--- config.mk ---
export PLATFORM = sky130hd
export DESIGN_NAME = clemensnasenberg_top
export DESIGN_NICKNAME = d
export VERILOG_FILES = /design/src/rtl/clemensnasenberg_top.sv
export SDC_FILE = /design/constraint.sdc
export NUM_CORES = 1
export LEC_CHECK = 0
export BUFFER_PORTS_ARGS = -buffer_cell sky130_fd_sc_hd__buf_2
export CORE_UTILIZATION = 65
export DETAILED_ROUTE_END_ITERATION = 16
export GPL_ROUTABILITY_DRIVEN = 0
export PLACE_DENSITY = 0.83
export SLEW_MARGIN = 20
export SYNTH_ARGS = -nofsm -noshare
export SYNTH_HDL_FRONTEND = slang
export SYNTH_SLANG_ARGS = --single-unit
--- constraint.sdc ---
create_clock -name io_in -period 6.4 [get_ports io_in]
set_input_delay 0.64 -clock io_in [delete_from_list [all_inputs] [get_ports io_in]]
set_output_delay 0.64 -clock io_in [all_outputs]
set_load 0.01 [all_outputs]
--- src/rtl/clemensnasenberg_top.sv ---
// Two-source I2S mixer: averages sd1 and sd2 per channel, re-serialises the mix one
// frame later on sd_out and shows the upper magnitude bits of each mix on data_out.
module clemensnasenberg_top (
  input  logic [7:0] io_in,
  output logic [7:0] io_out
);

  logic sck, rst, ws, sd1, sd2;
  logic unused_in;

  assign sck       = io_in[0];
  assign rst       = io_in[1];
  assign ws        = io_in[2];
  assign sd1       = io_in[3];
  assign sd2       = io_in[4];
  assign unused_in = ^io_in[7:5];

  logic        ws_q, ws_d;
  logic [4:0]  cnt_q, cnt_d;
  logic [15:0] sr1_q, sr1_d;
  logic [15:0] sr2_q, sr2_d;
  logic [15:0] mix_l_q, mix_l_d;
  logic [15:0] mix_r_q, mix_r_d;
  logic [15:0] tx_q, tx_d;
  logic [6:0]  level_q, level_d;
  logic        sd_out_q, sd_out_d;

  logic        boundary;
  logic [16:0] sum17;
  logic [15:0] mix;
  logic [15:0] mag;
  logic [15:0] tx_sel;

  assign boundary = ws ^ ws_q;
  // 17-bit sum cannot overflow; bits [16:1] are the arithmetic halving.
  assign sum17    = {sr1_q[15], sr1_q} + {sr2_q[15], sr2_q};
  assign mix      = sum17[16:1];
  assign tx_sel   = ws ? mix_r_q : mix_l_q;

  always_comb begin
    mag = mix[15] ? (16'd0 - mix) : mix;
    if (mix == 16'h8000) mag = 16'h7FFF;
  end

  always_comb begin
    ws_d     = ws;
    cnt_d    = cnt_q;
    sr1_d    = sr1_q;
    sr2_d    = sr2_q;
    mix_l_d  = mix_l_q;
    mix_r_d  = mix_r_q;
    tx_d     = tx_q;
    level_d  = level_q;
    sd_out_d = sd_out_q;
    if (boundary) begin
      // Bit on this edge is the old slot's tail and is dropped.
      cnt_d = 5'd0;
      sr1_d = 16'd0;
      sr2_d = 16'd0;
      if (ws_q) mix_r_d = mix;
      else      mix_l_d = mix;
      level_d  = mag[14:8];
      tx_d     = tx_sel;
      sd_out_d = tx_sel[15];
    end else begin
      if (cnt_q < 5'd16) begin
        sr1_d[4'd15 - cnt_q[3:0]] = sd1;
        sr2_d[4'd15 - cnt_q[3:0]] = sd2;
        cnt_d = cnt_q + 5'd1;
      end
      // Zero fill makes sd_out idle low once all 16 bits have gone out.
      tx_d     = {tx_q[14:0], 1'b0};
      sd_out_d = tx_q[14];
    end
  end

  always_ff @(posedge sck) begin
    if (rst) begin
      ws_q     <= 1'b0;
      cnt_q    <= 5'd0;
      sr1_q    <= 16'd0;
      sr2_q    <= 16'd0;
      mix_l_q  <= 16'd0;
      mix_r_q  <= 16'd0;
      tx_q     <= 16'd0;
      level_q  <= 7'd0;
      sd_out_q <= 1'b0;
    end else begin
      ws_q     <= ws_d;
      cnt_q    <= cnt_d;
      sr1_q    <= sr1_d;
      sr2_q    <= sr2_d;
      mix_l_q  <= mix_l_d;
      mix_r_q  <= mix_r_d;
      tx_q     <= tx_d;
      level_q  <= level_d;
      sd_out_q <= sd_out_d;
    end
  end

  assign io_out = {sd_out_q, level_q};

endmodule

==> results by group, run 1 <==
Global routing
  • Pin count of the biggest net entering global routing: 49
  • Antenna violations before repair: 0
  • First-pass GRT wire length: 21300 µm
  • GRT Util Overall: 38.3%
  • Vias in the first global route: 5624
  • GRT overflow: 0

Logic synthesis
  • Main synth FF type: dfxtp_1
  • FFs w/ async S/R, synth: 0%
  • Seq/Total Area, Yosys: 37.7%
  • Number of synthesized flops with an enable pin: 0
  • Syn nets: 597
  • Synth cell types: 68
  • Post-Syn Area: 4940 µm²
  • Cell count after synthesis: 566
  • Ys Warns: 0
  • Area contributors post-synth: dfxtp_1 38%, mux2i_1 12%, nor2_1 7.7%
  • Top cell type's share of synthesized area: 37.7%
  • Yosys reg bits: 93
  • Top cell type by total area after synthesis: dfxtp_1
  • Mapped Avg Cell Area: 8.73 µm²

Route
  • Via count: 4523
  • Via density: 6.38
  • Routed WL: 13200 µm
  • Pre-Repair DR Iteration Count: 5
  • Remaining antenna violation count: 0
  • DRC errors left: 0
  • Detailed-route wire length per cell: 18.6 µm
  • Iter 0 DRT Violations: 388

STA
  • Unrepaired setup endpoints after global routing: false
  • Setup TNS: 0 ps
  • Hold Slack: 38.7 ps
  • Worst Tran Pin Value: 1680 ps
  • Max Slew Vio Count: 49
  • Hold Fails Final Rpt: 0
  • Max-slew headroom: -12.1%
  • Clock skew: 20.6 ps
  • Setup violators final: 0

Setup path
  • Setup CP Type: clk2reg
  • CP Data Arrival Time: 5720 ps
  • Type of destination of the critical path: flip-flop
  • Startpoint types: clock port
  • Worst Path Max Fanout: 48
  • CP required: 6710 ps

Cells and area
  • Final nets: 620
  • Layout cells sized above 1: 15.6%
  • Antenna Cells: 0
  • Synthesis-to-finish area growth: 19.0%

Clock tree
  • Later-pin clock latency in the skew report: 380 ps
  • CTS resizes: 0
  • Post-CTS Setup Bufs: 0
  • CTS tree: yes
  • Hold-fix buffers at CTS: 0
  • Reg clk slew, reported paths: 110 ps

Power
  • Total Power Consumption: 3.31 mW
  • PwrDens: 563 nW/µm²
  • Static leakage: 2.52 nW
  • VDD IR-drop max: 0.311 mV

Floorplan
  • Chip width: 89.2 µm
  • Initial Utilization: 67.8%
  • Core area: 7290 µm²
  • Die Y: 89.2 µm
  • IO Count: 16
  • Rows: 31
  • Die area: 7960 µm²

Place
  • I/O Buffers: 8
  • HPWL after DPL: 7370 µm

Min path
  • Worst hold path type: clk2reg

Run status
  • Status: finished, violations left
  • Violated checks: capacitance limit, slew limit

Run
  • Total of max-cap violations: 1
critical path: stages:
cell      delay [ps]
clkbuf_8         110
clkbuf_8         130
clkbuf_8         120
inv_1             50
ha_1            1270
nand2b_1         250
clkbuf_8         260
clkbuf_8         160
a21oi_1          150
placed cells by master (no fill, tap or decap), types with 7 or more instances in the layout:
master and n:
nand4_1 8, a211oi_1 8, nand3_1 7, o21ai_0 26
a21oi_1 47, dfxtp_1 93, nor3_1 9, mux2i_1 58
inv_1 15, nor2_1 102, clkbuf_8 39, and2_1 9
ha_1 22, nand2_1 30, buf_2 8
sequential cells by signal, indices dropped and copies added (netlist names):
register,cells
mix_r_q,16
ws_q,1
mix_l_q,16
sr2_q,16
sr1_q,16
level_q,7
tx_q,15
cnt_q,5
sd_out_q,1
worst paths after layout:
path                     from           to  cells past startpoint  slack (ps)
setup / recovery     io_in[2]     sr1_q[7]                      9         990
hold / removal       io_in[1]     tx_q[11]                      3          40
setup reg to reg     sr1_q[0]   level_q[2]                      9        3020
hold reg to reg   mix_l_q[11]  mix_l_q[11]                      2         480
metal layers:
layer | vias up | GRT usage [%] | part of all wire (%)
li1 | 2086 | - | -
met1 | 2150 | 29.8 | 39
met2 | 232 | 47.7 | 48
met3 | 55 | 34.5 | 8.3
met4 | 0 | 54.3 | 4.0
met5 | - | 0.649 | 0
synth_stat cells, drive strengths merged (2+ instances only):
| master | count |
|---|---|
| a2111oi | 4 |
| a211o | 3 |
| a211oi | 9 |
| a21boi | 2 |
| a21o | 2 |
| a21oi | 49 |
| a221oi | 6 |
| a31oi | 6 |
| a41oi | 2 |
| and2 | 10 |
| and3 | 2 |
| and3b | 2 |
| and4 | 3 |
| buf | 6 |
| clkbuf | 31 |
| dfxtp | 93 |
| ha | 22 |
| inv | 10 |
| mux2i | 58 |
| nand2 | 30 |
| nand2b | 6 |
| nand3 | 7 |
| nand3b | 2 |
| nand4 | 8 |
| nor2 | 102 |
| nor2b | 2 |
| nor3 | 9 |
| nor4 | 3 |
| nor4b | 2 |
| o2111a | 2 |
| o211a | 5 |
| o211ai | 6 |
| o21a | 4 |
| o21ai | 27 |
| o21bai | 3 |
| o31ai | 3 |
| or3 | 2 |
| xnor2 | 5 |
| xor2 | 4 |
power by group:
group | internal, mW | switching, mW | total (mW)
sequential | 0.647 | 0 | 0.647
combinational | 0 | 0 | 0.000000706
clock | 1.24 | 1.43 | 2.66
total | 1.88 | 1.43 | 3.31
final cells by class:
cell class	count	area, µm²
well taps	99	124
clock inverters	26	236
multi-input cells	425	2880
fillers	474	1410
inverters	9	33.8
clock buffers	48	698
repair buffers	9	47.5
flip-flops and latches	93	1860
logic make-up after synthesis:
group | Yosys count | synth area share, %
AOI/OAI and AO/OA | 140 | 20.2
xor gates and xnor gates | 9 | 1.59
adders and majority gates | 23 | 5.97
buffers and inverters | 48 | 4.02
DFF | 93 | 37.7
muxes | 58 | 11.7
and+or+nand+nor | 195 | 18.8
per-stage QoR:
stage / worst slack, ps / instances / area, µm² / utilization, %
finish: 990 / 709 / 5880 / 80.7
detailed placement: 1210 / 637 / 4960 / 68.0
CTS: 1010 / 709 / 5880 / 80.7
global placement: 1210 / 637 / 4960 / 68.0
floorplan: 1310 / 566 / 4940 / -
global route: 865 / 709 / 5880 / 80.7
Power figures use the tool's default switching activity.
==> run 2: changes to the inputs <==
Settings changed: CORE_UTILIZATION 65 to 62, PLACE_DENSITY 0.83 to 0.8.
Clock period 6.4 ns to 5.7 ns, I/O delays scaled along.
==> run 2 against run 1 <==
Net effect: the run still ends with capacitance limit, slew limit left; critical path depth did not move; die area rose by 4.7%; via count rose by 2.5%; register-to-register slack got worse by 740 ps; global-route usage fell by 0.21 points; highest routed layer unchanged.
==> results by group, run 2 (synthesis results as in run 1) <==
Place
  • HPWL after DPL: 6940 µm (-5.8%)
  • Dpl cells: 640 (+0.47%)
  • Post-DP Area: 4960 µm² (about the same)
  • I/O Buffers: 8 (unchanged)

Setup path
  • CP required: 6020 ps (-690 ps)
  • Type of destination of the critical path: flip-flop
  • Setup CP Type: clk2reg
  • CP Data Arrival Time: 5210 ps (-510 ps)
  • Worst Path Max Fanout: 48 (unchanged)
  • Startpoint types: clock port

Route
  • Routed WL: 13800 µm (+4.3%)
  • Via count: 4634 (+2.5%)
  • Iter 0 DRT Violations: 520 (+34%)
  • DRC errors left: 0 (unchanged)
  • Detailed-route wire length per cell: 19.4 µm (+3.8%)
  • Via density: 6.51 (+2.0%)
  • Pre-Repair DR Iteration Count: 7 (+2)
  • Remaining antenna violation count: 0 (unchanged)

STA
  • Setup TNS: 0 ps (unchanged)
  • Clock skew: 23.0 ps (+2.43 ps)
  • Hold Slack: 27.8 ps (-10.9 ps)
  • Unrepaired setup endpoints after global routing: false
  • Hold Fails Final Rpt: 0 (unchanged)
  • Max Slew Vio Count: 49 (unchanged)
  • Worst Tran Pin Value: 1630 ps (-52.4 ps)
  • Max-slew headroom: -8.62% (+3.5 points)
  • Setup violators final: 0 (unchanged)

Floorplan
  • Die area: 8330 µm² (+4.7%)
  • Initial Utilization: 64.0% (-3.8 points)
  • Die Y: 91.3 µm (+2.3%)
  • Core area: 7730 µm² (+6.0%)
  • Rows: 32 (+3.2%)
  • Chip width: 91.3 µm (+2.3%)
  • IO Count: 16 (unchanged)

Global routing
  • Vias in the first global route: 5958 (+5.9%)
  • Pin count of the biggest net entering global routing: 49 (unchanged)
  • First-pass GRT wire length: 22700 µm (+6.6%)
  • GRT overflow: 0 (unchanged)
  • GRT Util Overall: 38.1% (-0.21 points)
  • Antenna violations before repair: 0 (unchanged)

Clock tree
  • Reg clk slew, reported paths: 120 ps (about the same)
  • CTS tree: yes
  • Hold-fix buffers at CTS: 0 (unchanged)
  • Post-CTS Setup Bufs: 0 (unchanged)
  • CTS resizes: 0 (unchanged)
  • Later-pin clock latency in the skew report: 390 ps (about the same)

Min path
  • Worst hold path type: clk2reg

Power
  • Static leakage: 2.56 nW (+1.3%)
  • PwrDens: 642 nW/µm² (+14%)
  • VDD IR-drop max: 0.417 mV (+34%)

Run
  • Total of max-cap violations: 1 (unchanged)

Cells and area
  • Most frequent cells in the layout: 102 x nor2_1, 93 x dfxtp_1, 58 x mux2i_1
  • Most common cell after layout, fill and taps aside: nor2_1
  • Synthesis-to-finish area growth: 20.1%
  • Post-route insts no fill: 712 (+0.42%)
  • Antenna Cells: 0 (unchanged)
  • Post-route design area: 5940 µm² (+0.91%)
  • Final nets: 620 (unchanged)
  • Layout cells sized above 1: 15.6% (unchanged)

Run status
  • Violated checks: capacitance limit, slew limit
  • Status: finished, violations left
==> run 2: cell count changes in the layout (fill, tap and decap cells not counted) <==
cell	previous run	this run
inv_4	3	0
inv_8	4	3
inv_2	0	1
clkinv_4	3	5
inv_6	3	2
clkinvlp_2	2	0
clkbuf_1	3	2
clkinv_1	1	2
clkinv_2	0	2
clkbuf_16	6	9
clkinvlp_4	1	0
==> run 2: area by class of cell <==
| class | count | area (µm²) |
|---|---|---|
| Multi-Input combinational cell | 425 | 2880 |
| Sequential cell | 93 | 1860 |
| Fill cell | 464 | 1790 |
| Clock buffer | 50 | 769 |
| Clock inverter | 24 | 215 |
| Tap cell | 102 | 128 |
| Timing Repair Buffer | 9 | 47.5 |
| Inverter | 9 | 33.8 |
==> run 2: path summary, 6_finish.rpt <==
path / cells past startpoint / slack [ps] / from / to
worst min register to register: 2 / 490 / sr2_q[10] / sr2_q[10]
worst max-delay path: 9 / 810 / io_in[2] / sr2_q[11]
worst min-delay path: 3 / 30 / io_in[1] / ws_q
worst max register to register: 8 / 2280 / sr1_q[2] / level_q[4]
==> run 2: power by group <==
part,switching (mW),total [mW],internal (mW)
registers,0,0.727,0.727
logic,0,0.000000706,0
clock network,1.62,3.08,1.46
==> run 2: routing by layer <==
metal | GRT usage, % | share of wire (%) | vias up
li1 | - | - | 2101
met1 | 27.9 | 38 | 2120
met2 | 43.9 | 47 | 331
met3 | 40.9 | 11 | 82
met4 | 54.1 | 4.4 | 0
met5 | 4.49 | 0 | -
==> run 2: through the flow <==
| step | worst slack [ps] | power, mW | utilization, % |
|---|---|---|---|
| floorplan | 960 | 1.94 | - |
| global placement | 855 | 1.70 | 64.2 |
| detailed placement | 855 | 1.70 | 64.2 |
| CTS | 792 | 3.83 | 76.8 |
| global route | 599 | 4.11 | 76.8 |
| finish | 812 | 3.81 | 76.8 |
==> run 2: critical path, stage by stage <==
cell	delay [ps]
clkbuf_8	110
clkbuf_8	130
clkbuf_8	120
inv_1	50
ha_1	1240
nand2b_1	160
clkbuf_8	230
clkbuf_8	160
a21oi_1	150
